File: src/rtl/fwd_sched_pkg.sv
// fwd_sched_pkg: shared types and constants for the EXE-stage forwarding scheduler.
package fwd_sched_pkg;
    localparam int REG_AW = 4;

    localparam logic [1:0] SEL_REG = 2'b00;
    localparam logic [1:0] SEL_MEM = 2'b01;
    localparam logic [1:0] SEL_WB  = 2'b10;

    typedef struct packed {
        logic              valid;
        logic [REG_AW-1:0] dest;
        logic              wb_en;
        logic              mem_r_en;
    } slot_t;
endpackage

File: src/rtl/fwd_sched_if.sv
// fwd_sched_if: ID-stage request and hazard/select response bundle for fwd_sched.
interface fwd_sched_if #(parameter int CNT_W = 16);
    import fwd_sched_pkg::*;
    logic              Forward_EN;
    logic              freeze;
    logic              flush;
    logic              ID_Valid;
    logic [REG_AW-1:0] ID_Src1;
    logic [REG_AW-1:0] ID_Src2;
    logic              ID_Use_Src1;
    logic              ID_Two_Src;
    logic [REG_AW-1:0] ID_Dest;
    logic              ID_WB_EN;
    logic              ID_MEM_R_EN;
    logic              Hazard;
    logic [1:0]        Sel_src1;
    logic [1:0]        Sel_src2;
    logic [CNT_W-1:0]  Stall_Cnt;

    modport master (
        output Forward_EN, freeze, flush, ID_Valid, ID_Src1, ID_Src2, ID_Use_Src1,
               ID_Two_Src, ID_Dest, ID_WB_EN, ID_MEM_R_EN,
        input  Hazard, Sel_src1, Sel_src2, Stall_Cnt
    );
    modport slave (
        input  Forward_EN, freeze, flush, ID_Valid, ID_Src1, ID_Src2, ID_Use_Src1,
               ID_Two_Src, ID_Dest, ID_WB_EN, ID_MEM_R_EN,
        output Hazard, Sel_src1, Sel_src2, Stall_Cnt
    );
endinterface

File: src/rtl/fwd_match.sv
// fwd_match: compares one ID source against the EXE and MEM scoreboard slots.
module fwd_match
    import fwd_sched_pkg::*;
(
    input  logic [REG_AW-1:0] src,
    input  logic              use_src,
    input  slot_t             e,
    input  slot_t             m,
    output logic              match_e,
    output logic              match_m,
    output logic              load
);
    assign match_e = use_src & e.valid & e.wb_en & (e.dest == src);
    assign match_m = use_src & m.valid & m.wb_en & (m.dest == src);
    assign load    = match_e & e.mem_r_en;
endmodule

File: src/rtl/fwd_sched.sv
// fwd_sched: EXE operand forwarding selects, load-use/no-forward hazard detection and
// stall counting. The WB stage needs no slot: the register file writes through.
module fwd_sched
    import fwd_sched_pkg::*;
#(
    parameter int CNT_W = 16
) (
    input logic        clk,
    input logic        rst,
    fwd_sched_if.slave bus
);
    slot_t            e, m;
    logic [1:0]       sel1, sel2, nsel1, nsel2;
    logic [CNT_W-1:0] cnt;
    logic             me1, mm1, ld1, me2, mm2, ld2, hazard, kill;

    fwd_match u_src1 (
        .src(bus.ID_Src1), .use_src(bus.ID_Valid & bus.ID_Use_Src1), .e(e), .m(m),
        .match_e(me1), .match_m(mm1), .load(ld1)
    );
    fwd_match u_src2 (
        .src(bus.ID_Src2), .use_src(bus.ID_Valid & bus.ID_Two_Src), .e(e), .m(m),
        .match_e(me2), .match_m(mm2), .load(ld2)
    );

    always_comb begin
        hazard = ~bus.flush & (bus.Forward_EN ? (ld1 | ld2) : (me1 | mm1 | me2 | mm2));
        kill   = hazard | bus.flush | ~bus.ID_Valid;
        // newest producer (EXE) takes priority over MEM
        nsel1  = (kill | ~bus.Forward_EN) ? SEL_REG : me1 ? SEL_MEM : mm1 ? SEL_WB : SEL_REG;
        nsel2  = (kill | ~bus.Forward_EN) ? SEL_REG : me2 ? SEL_MEM : mm2 ? SEL_WB : SEL_REG;
    end

    always_ff @(posedge clk or negedge rst) begin
        if (!rst) begin
            e    <= '0;
            m    <= '0;
            sel1 <= SEL_REG;
            sel2 <= SEL_REG;
            cnt  <= '0;
        end else if (!bus.freeze) begin
            m    <= e;
            e    <= kill ? '0 : '{valid: 1'b1, dest: bus.ID_Dest, wb_en: bus.ID_WB_EN,
                                  mem_r_en: bus.ID_MEM_R_EN};
            sel1 <= nsel1;
            sel2 <= nsel2;
            if (hazard && cnt != '1)
                cnt <= cnt + CNT_W'(1);
        end
    end

    assign bus.Hazard    = hazard;
    assign bus.Sel_src1  = sel1;
    assign bus.Sel_src2  = sel2;
    assign bus.Stall_Cnt = cnt;
endmodule

File: src/flat_wrapper.sv
// flat-port wrapper written by rule: the top's interface ports become plain ports
module fwd_sched_flat import fwd_sched_pkg::*;
#(
    parameter int CNT_W = 16
)
  (clk, rst, bus_Forward_EN, bus_freeze, bus_flush, bus_ID_Valid, bus_ID_Src1, bus_ID_Src2, bus_ID_Use_Src1, bus_ID_Two_Src, bus_ID_Dest, bus_ID_WB_EN, bus_ID_MEM_R_EN, bus_Hazard, bus_Sel_src1, bus_Sel_src2, bus_Stall_Cnt);
  fwd_sched_if #(.CNT_W(CNT_W)) bus_i ();
  input logic clk;
  input logic rst;
  input wire logic [$bits(bus_i.Forward_EN)-1:0] bus_Forward_EN;
  input wire logic [$bits(bus_i.freeze)-1:0] bus_freeze;
  input wire logic [$bits(bus_i.flush)-1:0] bus_flush;
  input wire logic [$bits(bus_i.ID_Valid)-1:0] bus_ID_Valid;
  input wire logic [$bits(bus_i.ID_Src1)-1:0] bus_ID_Src1;
  input wire logic [$bits(bus_i.ID_Src2)-1:0] bus_ID_Src2;
  input wire logic [$bits(bus_i.ID_Use_Src1)-1:0] bus_ID_Use_Src1;
  input wire logic [$bits(bus_i.ID_Two_Src)-1:0] bus_ID_Two_Src;
  input wire logic [$bits(bus_i.ID_Dest)-1:0] bus_ID_Dest;
  input wire logic [$bits(bus_i.ID_WB_EN)-1:0] bus_ID_WB_EN;
  input wire logic [$bits(bus_i.ID_MEM_R_EN)-1:0] bus_ID_MEM_R_EN;
  output wire logic [$bits(bus_i.Hazard)-1:0] bus_Hazard;
  output wire logic [$bits(bus_i.Sel_src1)-1:0] bus_Sel_src1;
  output wire logic [$bits(bus_i.Sel_src2)-1:0] bus_Sel_src2;
  output wire logic [$bits(bus_i.Stall_Cnt)-1:0] bus_Stall_Cnt;
  assign bus_i.Forward_EN = bus_Forward_EN;
  assign bus_i.freeze = bus_freeze;
  assign bus_i.flush = bus_flush;
  assign bus_i.ID_Valid = bus_ID_Valid;
  assign bus_i.ID_Src1 = bus_ID_Src1;
  assign bus_i.ID_Src2 = bus_ID_Src2;
  assign bus_i.ID_Use_Src1 = bus_ID_Use_Src1;
  assign bus_i.ID_Two_Src = bus_ID_Two_Src;
  assign bus_i.ID_Dest = bus_ID_Dest;
  assign bus_i.ID_WB_EN = bus_ID_WB_EN;
  assign bus_i.ID_MEM_R_EN = bus_ID_MEM_R_EN;
  assign bus_Hazard = bus_i.Hazard;
  assign bus_Sel_src1 = bus_i.Sel_src1;
  assign bus_Sel_src2 = bus_i.Sel_src2;
  assign bus_Stall_Cnt = bus_i.Stall_Cnt;
  fwd_sched #(.CNT_W(CNT_W)) u_core (.clk(clk), .rst(rst), .bus(bus_i));
endmodule
File: config.mk
export PLATFORM = sky130hd
export DESIGN_NAME = fwd_sched_flat
export DESIGN_NICKNAME = d
export VERILOG_FILES = /design/src/rtl/fwd_sched_pkg.sv /design/src/rtl/fwd_sched_if.sv /design/src/rtl/fwd_match.sv /design/src/rtl/fwd_sched.sv /design/src/flat_wrapper.sv
export SDC_FILE = /design/constraint.sdc
export NUM_CORES = 1
export LEC_CHECK = 0
export ABC_AREA = 0
export BUFFER_PORTS_ARGS = -buffer_cell sky130_fd_sc_hd__buf_2
export CAP_MARGIN = 10
export CORE_UTILIZATION = 51
export DETAILED_ROUTE_END_ITERATION = 6
export PLACE_DENSITY = 0.79
export SYNTH_ARGS = -nofsm -noshare
export SYNTH_HDL_FRONTEND = slang
export SYNTH_SLANG_ARGS = --single-unit
File: constraint.sdc
create_clock -name clk -period 4.1 [get_ports clk]
set_clock_uncertainty 0.1 [all_clocks]
set_input_delay 0.41 -clock clk [delete_from_list [all_inputs] [get_ports clk]]
set_output_delay 0.41 -clock clk [all_outputs]
set_load 0.1 [all_outputs]
==> flow_summary_export.csv, run 1 <==
group,metric,value,unit
status,outcome,"finished, final reports clean",
sta,setup_viol,0,
sta,final_hold_viol_count,0,
setup_path,crit_fanout,13,
sta,finalSetupTns,0,ns
sta,finalCriticalPeriod,3.08,ns
logic_synthesis,synth_edf_count,0,
clocking,cts_hold_buf,0,
sta,clock.fmax,325,MHz
setup_path,worstPathRequired,3.59,ns
logic_synthesis,ys_seq_area_share,48.5,%
drt,drc,0,
layout,drive_gt1_share,38.5,%
job,maxCapViolCount,0,
clocking,clk-insertion-delay-late,0.33,ns
setup_path,path_delay_family,"simple AND/OR/NAND/NOR gates",
layout,diodes,0,
sta,whs,0.00939,ns
setup_path,crit_arrival,2.57,ns
logic_synthesis,ys.warnings.count,0,
sta,rsz0062_at_grt,"false",
layout,final_core_util,64.5,%
setup_path,crit_path_top_delay_cell,"dfrtp_1",
clocking,cts_tree,"yes",
logic_synthesis,synthesis.nets,165,
die,initial_core_util,54.9,%
placed_design,portBuffers,42,
power,power-per-cell-area,291,nW/um^2
drt,first_pass_iters,4,
setup_path,cp-end-kind,"primary output",
clocking,cts_buffer_depth,2,
setup_path,path_depth,7,
min_path,hold_class,"input port to asynchronous set/reset pin",
grt,grt.overflow.total,0,
drt,ant_nets,0,
setup_path,cp_slowest_stage_delay,0.44,ns
die,die_area,3570,sq um
setup_path,cp_cell_sequence,"xor2_1 > nor4_1 > and3_2 > o21ai_2 > a21o_1 > nor2_1 > buf_2",
placed_design,dpl.hpwl,2.55,mm
logic_synthesis,synth_flop_cell,"dfrtp_1",
clocking,numCtsBuffers,5,
layout,instances_no_fill,231,
sta,slew_violations,0,
logic_synthesis,synthDominantCellAreaShare,48.5,%
grt,first_global_vias,1346,
die,ios,43,
layout,syn_to_final_growth,17.6,%
drt,viasPerCell,5.46,
setup_path,crit_buf_inv,1,
grt,grtUsageMet2,37.6,%
die,fp.dieH,59.8,um
clocking,path_clk_slew,0.09,ns
setup_path,critPathLaunchType,"register",
die,die_x,59.8,um
drt,wl,3.37,mm
grt,grt.total_usage,22.7,%
placed_design,dp.cells,224,
grt,busiest_layer,"met2",
drt,wl_per_cell,14.6,um
die,rows,20,
power,p_leak,0.00103,uW
drt,drt-initial-drc-count,55,
logic_synthesis,synthCells,142,
die,design.core.area,3100,sq um
logic_synthesis,async_reset_ff_share,100,%
clocking,cts_max_level,2,
logic_synthesis,yosysTopAreaCell,"dfrtp_1",
clocking,post_cts_buffers,0,
sta,worst_pin_slew,0.696,ns
grt,use_met3,7.36,%
sta,max_slew_margin,53.6,%
grt,grt_use_met1,26.8,%
setup_path,r2r_cells,7,
grt,grt_pass1_wl,5.89,mm
layout,num-nets-final,210,
grt,antenna_found_initial,0,
power,ir_drop,0.188,mV
logic_synthesis,synthTopCellsByArea,"dfrtp_1 48%, xor2_1 8.2%, xnor2_1 6.2%",
setup_path,crit_type,"register to primary output",
logic_synthesis,syn-cell-area,1700,sq um
layout,final.fill_count,279,
sta,fin_crit_sh,75.0,%
clocking,cts_sinks,33,
logic_synthesis,yosys_register_bits,33,
clocking,cts_resized,0,
clocking,clockRootBuffer,"clkbuf_4",
logic_synthesis,ys_types,38,
grt,grt_max_degree,34,
logic_synthesis,synth_area_per_cell,12.0,sq um
placed_design,place_congestion,0.832,
power,power.total,582,uW
drt,num_vias,1261,
==> per-layer routing <==
| metal | routed length [um] | part of all wire (%) | vias to the layer above |
|---|---|---|---|
| met5 | 0 | 0 | - |
| met4 | 48 | 1.4 | 0 |
| met3 | 175 | 5.2 | 5 |
| met2 | 1720 | 51 | 36 |
| met1 | 1430 | 42 | 615 |
| li1 | - | - | 605 |
==> final timing paths <==
check / end / start / slack (ns)
worst min register to register: u_core.bus.Stall_Cnt[6] / u_core.bus.Stall_Cnt[6] / 0.39
min in group clk: u_core.e[3] / bus_ID_Dest[1] / 0.19
max in group asynchronous: u_core.e[1] / rst / 3.44
worst min-delay path: u_core.bus.Sel_src1[0] / rst / 0.009
worst max-delay path: bus_Hazard / u_core.e[5] / 1.02
worst max register to register: u_core.bus.Stall_Cnt[4] / u_core.e[5] / 1.52
==> cell type report <==
class / instances / area (sq um) / area share, %
timing repair buffer: 43 / 218 / 10.9
tap: 44 / 55.1 / 2.75
sequential: 33 / 826 / 41.3
multi-input combinational: 104 / 848 / 42.4
clock buffer: 7 / 55.1 / 2.75
==> registers in the layout (all words and copies together), names as in the netlist <==
name                  cells
u_core.m                  6
u_core.bus.Sel_src1       2
u_core.bus.Sel_src2       2
u_core.bus.Stall_Cnt     16
u_core.e                  7
==> report_power, final <==
part	leakage, uW	switching (uW)	total [uW]	internal, uW
registers	0.000454	8.93	343	334
logic	0.000549	30.3	56.1	25.9
clock network	0.0000314	102	183	80.8
==> worst reg2reg max path, stage by stage, from the launching register on <==
cell	delay [ns]
dfrtp_1	0.44
xor2_1	0.19
nor4_1	0.29
and3_2	0.29
o21ai_2	0.10
a21o_1	0.33
or4b_4	0.61
xnor2_2	0.14
==> placed cells by master (no fill, tap or decap), types with 2 or more instances in the layout <==
master | synthesis | final
a21o_1 | 2 | 2
a22o_1 | 6 | 6
and3_1 | 2 | 2
and3_2 | 2 | 2
and4_1 | 2 | 2
buf_2 | 2 | 42
clkbuf_4 | 0 | 5
dfrtp_1 | 33 | 33
mux2_2 | 7 | 7
nand2_1 | 9 | 9
nand3_1 | 7 | 7
nand4_1 | 4 | 4
nor2_1 | 5 | 5
nor4_1 | 3 | 3
nor4_2 | 2 | 2
o31ai_1 | 2 | 2
or3_1 | 3 | 3
xnor2_1 | 12 | 12
xnor2_2 | 3 | 3
xor2_1 | 16 | 16
==> synth_stat cells, types with 2 or more instances <==
cell type	number
a21o_1	2
nor4_2	2
nand4_1	4
xnor2_2	3
or3_1	3
and3_1	2
buf_2	2
and4_1	2
o31ai_1	2
clkbuf_1	2
xnor2_1	12
dfrtp_1	33
a22o_1	6
mux2_2	7
xor2_1	16
nand2_1	9
and3_2	2
nor4_1	3
nor2_1	5
nand3_1	7
==> through the flow <==
step	cell area, sq um	setup WS, ns
6_report	2000	1.02
4_1_cts	2000	1.02
5_1_grt	2000	0.870
3_3_place_gp	1950	1.43
2_1_floorplan	1700	0.860
3_5_place_dp	1950	1.33
==> cell families after synthesis <==
kind of cell             share of synthesized area [%]
AO/OA/AOI/OAI                                     7.57
flip-flops                                        48.5
adder cells (fa/ha/maj)                          0.735
multiplexers                                      4.63
XOR/XNOR                                          17.3
AND/OR/NAND/NOR                                   19.6
buffers and inverters                             1.69
Power figures use the tool's default switching activity.
==> inputs of run 2 (changes only) <==
- clock period: 4.1 -> 2.9 ns (I/O delays scaled with it)
==> flow_summary_export.csv, run 2 (same netlist as run 1, synthesis figures left out) <==
group,metric,value,unit
status,outcome,"finished, final reports clean",
min_path,holdPathEnd,"u_core.e[4]",
power,ir_drop,0.264,mV
sta,worst_pin_slew,0.920,ns
layout,diodes,0,
grt,first_global_vias,1213,
layout,regArea,826,sq um
die,fp.dieH,59.8,um
setup_path,cp_slowest_stage_delay,0.43,ns
placed_design,place_congestion,0.776,
layout,num-nets-final,211,
drt,drc,0,
drt,wl,3.08,mm
clocking,cts_tree,"yes",
layout,design_area,2000,sq um
setup_path,crit_type,"register to primary output",
sta,clock.fmax,370,MHz
die,rows,20,
layout,final.fill_count,286,
clocking,numCtsBuffers,5,
setup_path,crit_arrival,2.31,ns
setup_path,path_depth,7,
power,power-per-cell-area,394,nW/um^2
placed_design,portBuffers,42,
sta,max_slew_margin,38.1,%
sta,finalCriticalPeriod,2.70,ns
placed_design,dpl.hpwl,2.37,mm
setup_path,reg2reg_setup_slack,0.40,ns
clocking,cts_max_level,2,
layout,syn_to_final_growth,17.7,%
setup_path,path_delay_family,"simple AND/OR/NAND/NOR gates",
grt,grt_max_degree,34,
die,die_area,3570,sq um
grt,grt_pass1_wl,5.32,mm
layout,drive_gt1_share,39.0,%
sta,setup_viol,0,
drt,first_pass_iters,4,
drt,ant_nets,0,
sta,finalSetupTns,0,ns
min_path,hold_depth,2,
die,design.core.area,3100,sq um
clocking,path_clk_slew,0.09,ns
die,die_x,59.8,um
layout,final_cell_mix,"41 x buf_2, 33 x dfrtp_1, 16 x xor2_1",
grt,grt.overflow.total,0,
setup_path,cp_cell_sequence,"xor2_1 > nor4_1 > and3_2 > o21ai_2 > a21o_1 > nor2_2 > buf_4",
grt,grt.total_usage,20.4,%
setup_path,crit_buf_inv,1,
min_path,hp-start,"bus_ID_Dest[2]",
clocking,cts_sinks,33,
setup_path,crit_fanout,13,
clocking,cts_buffer_depth,2,
power,p_leak,0.00103,uW
layout,multi_input_area,851,sq um
grt,antenna_found_initial,0,
sta,fin_crit_sh,93.1,%
setup_path,worst_r2r_endpoint,"u_core.bus.Stall_Cnt[4]",
sta,final_hold_viol_count,0,
clocking,clk-insertion-delay-late,0.33,ns
setup_path,cp-end-kind,"primary output",
setup_path,crit_path_top_delay_cell,"dfrtp_1",
setup_path,r2r_cells,7,
layout,largest_register_ffs,16,
setup_path,worstPathRequired,2.51,ns
drt,viasPerCell,5.34,
layout,layout_commonest_cell,"buf_2",
die,ios,43,
setup_path,r2r_start,"u_core.e[5]",
die,initial_core_util,54.9,%
placed_design,postPlaceCellArea,1950,sq um
drt,wl_per_cell,13.3,um
drt,num_vias,1233,
sta,slew_violations,0,
clocking,clockRootBuffer,"clkbuf_4",
job,maxCapViolCount,0,
min_path,hold_class,"input port to register",
drt,drt-initial-drc-count,47,
sta,rsz0062_at_grt,"false",
power,power.total,790,uW
setup_path,critPathLaunchType,"register",
## run 2: cell count changes in the layout (fill, tap and decap cells not counted), sizes merged
| cell | before | now |
|---|---|---|
| dlygate4sd3 | 0 | 1 |
| clkbuf | 7 | 5 |
| clkinv | 0 | 1 |
## run 2: final cells by class
type,instances,share of cell area (%)
clock buffers,5,1.87
clock inverters,1,0.250
multi-input cells,104,42.4
flip-flops and latches,33,41.2
well taps,44,2.75
repair buffers,44,11.5
## run 2: power breakdown
part / total [uW] / internal [uW] / switching [uW]
Sequential: 485 / 473 / 12.7
Combinational: 79.4 / 37.5 / 41.9
Clock: 225 / 83.9 / 141
Total: 790 / 594 / 196
## run 2: worst register-to-register path: cells and delay by family, from the launching register on
kind | cells | cell delay, ns
AO/OA/AOI/OAI | 2 | 0.42
XOR/XNOR | 2 | 0.32
flip-flops | 1 | 0.43
AND/OR/NAND/NOR | 3 | 1.13
## run 2: per-layer routing
layer	part of all wire, %	global-route usage, %	up-vias
met1	46	25.5	590
met5	0	0	-
met3	4.0	4.55	6
li1	-	-	611
met4	1.6	8.97	0
met2	48	33.8	26
## run 2: worst max-delay path by stage
stage	slack (ns)	end	start
floorplan	0.14	u_core.bus.Stall_Cnt[15]	u_core.bus.Stall_Cnt[4]
global placement	0.43	u_core.bus.Stall_Cnt[4]	u_core.e[5]
detailed placement	0.40	u_core.bus.Stall_Cnt[4]	u_core.e[5]
CTS	0.06	bus_Hazard	u_core.e[5]
global route	0.03	bus_Hazard	u_core.e[5]
finish	0.20	bus_Hazard	u_core.e[5]
## run 2: through the flow
step                setup slack (ns)  hold WS, ns  util (%)  std cells
floorplan                      0.136       -0.106         -        142
global placement               0.429        0.271      62.8        224
detailed placement             0.405        0.278      62.8        224
CTS                           0.0601       0.0693      64.5        231
global route                  0.0278       0.0655      64.6        231
finish                         0.200       0.0748      64.6        231
## run 2: what timing repair did
item                                   CTS  global route
setup endpoints to repair                0             1
buffers inserted                         0             0
resized for setup                        0             2
hold buffers                             1             0
endpoints found under the hold margin   33             0
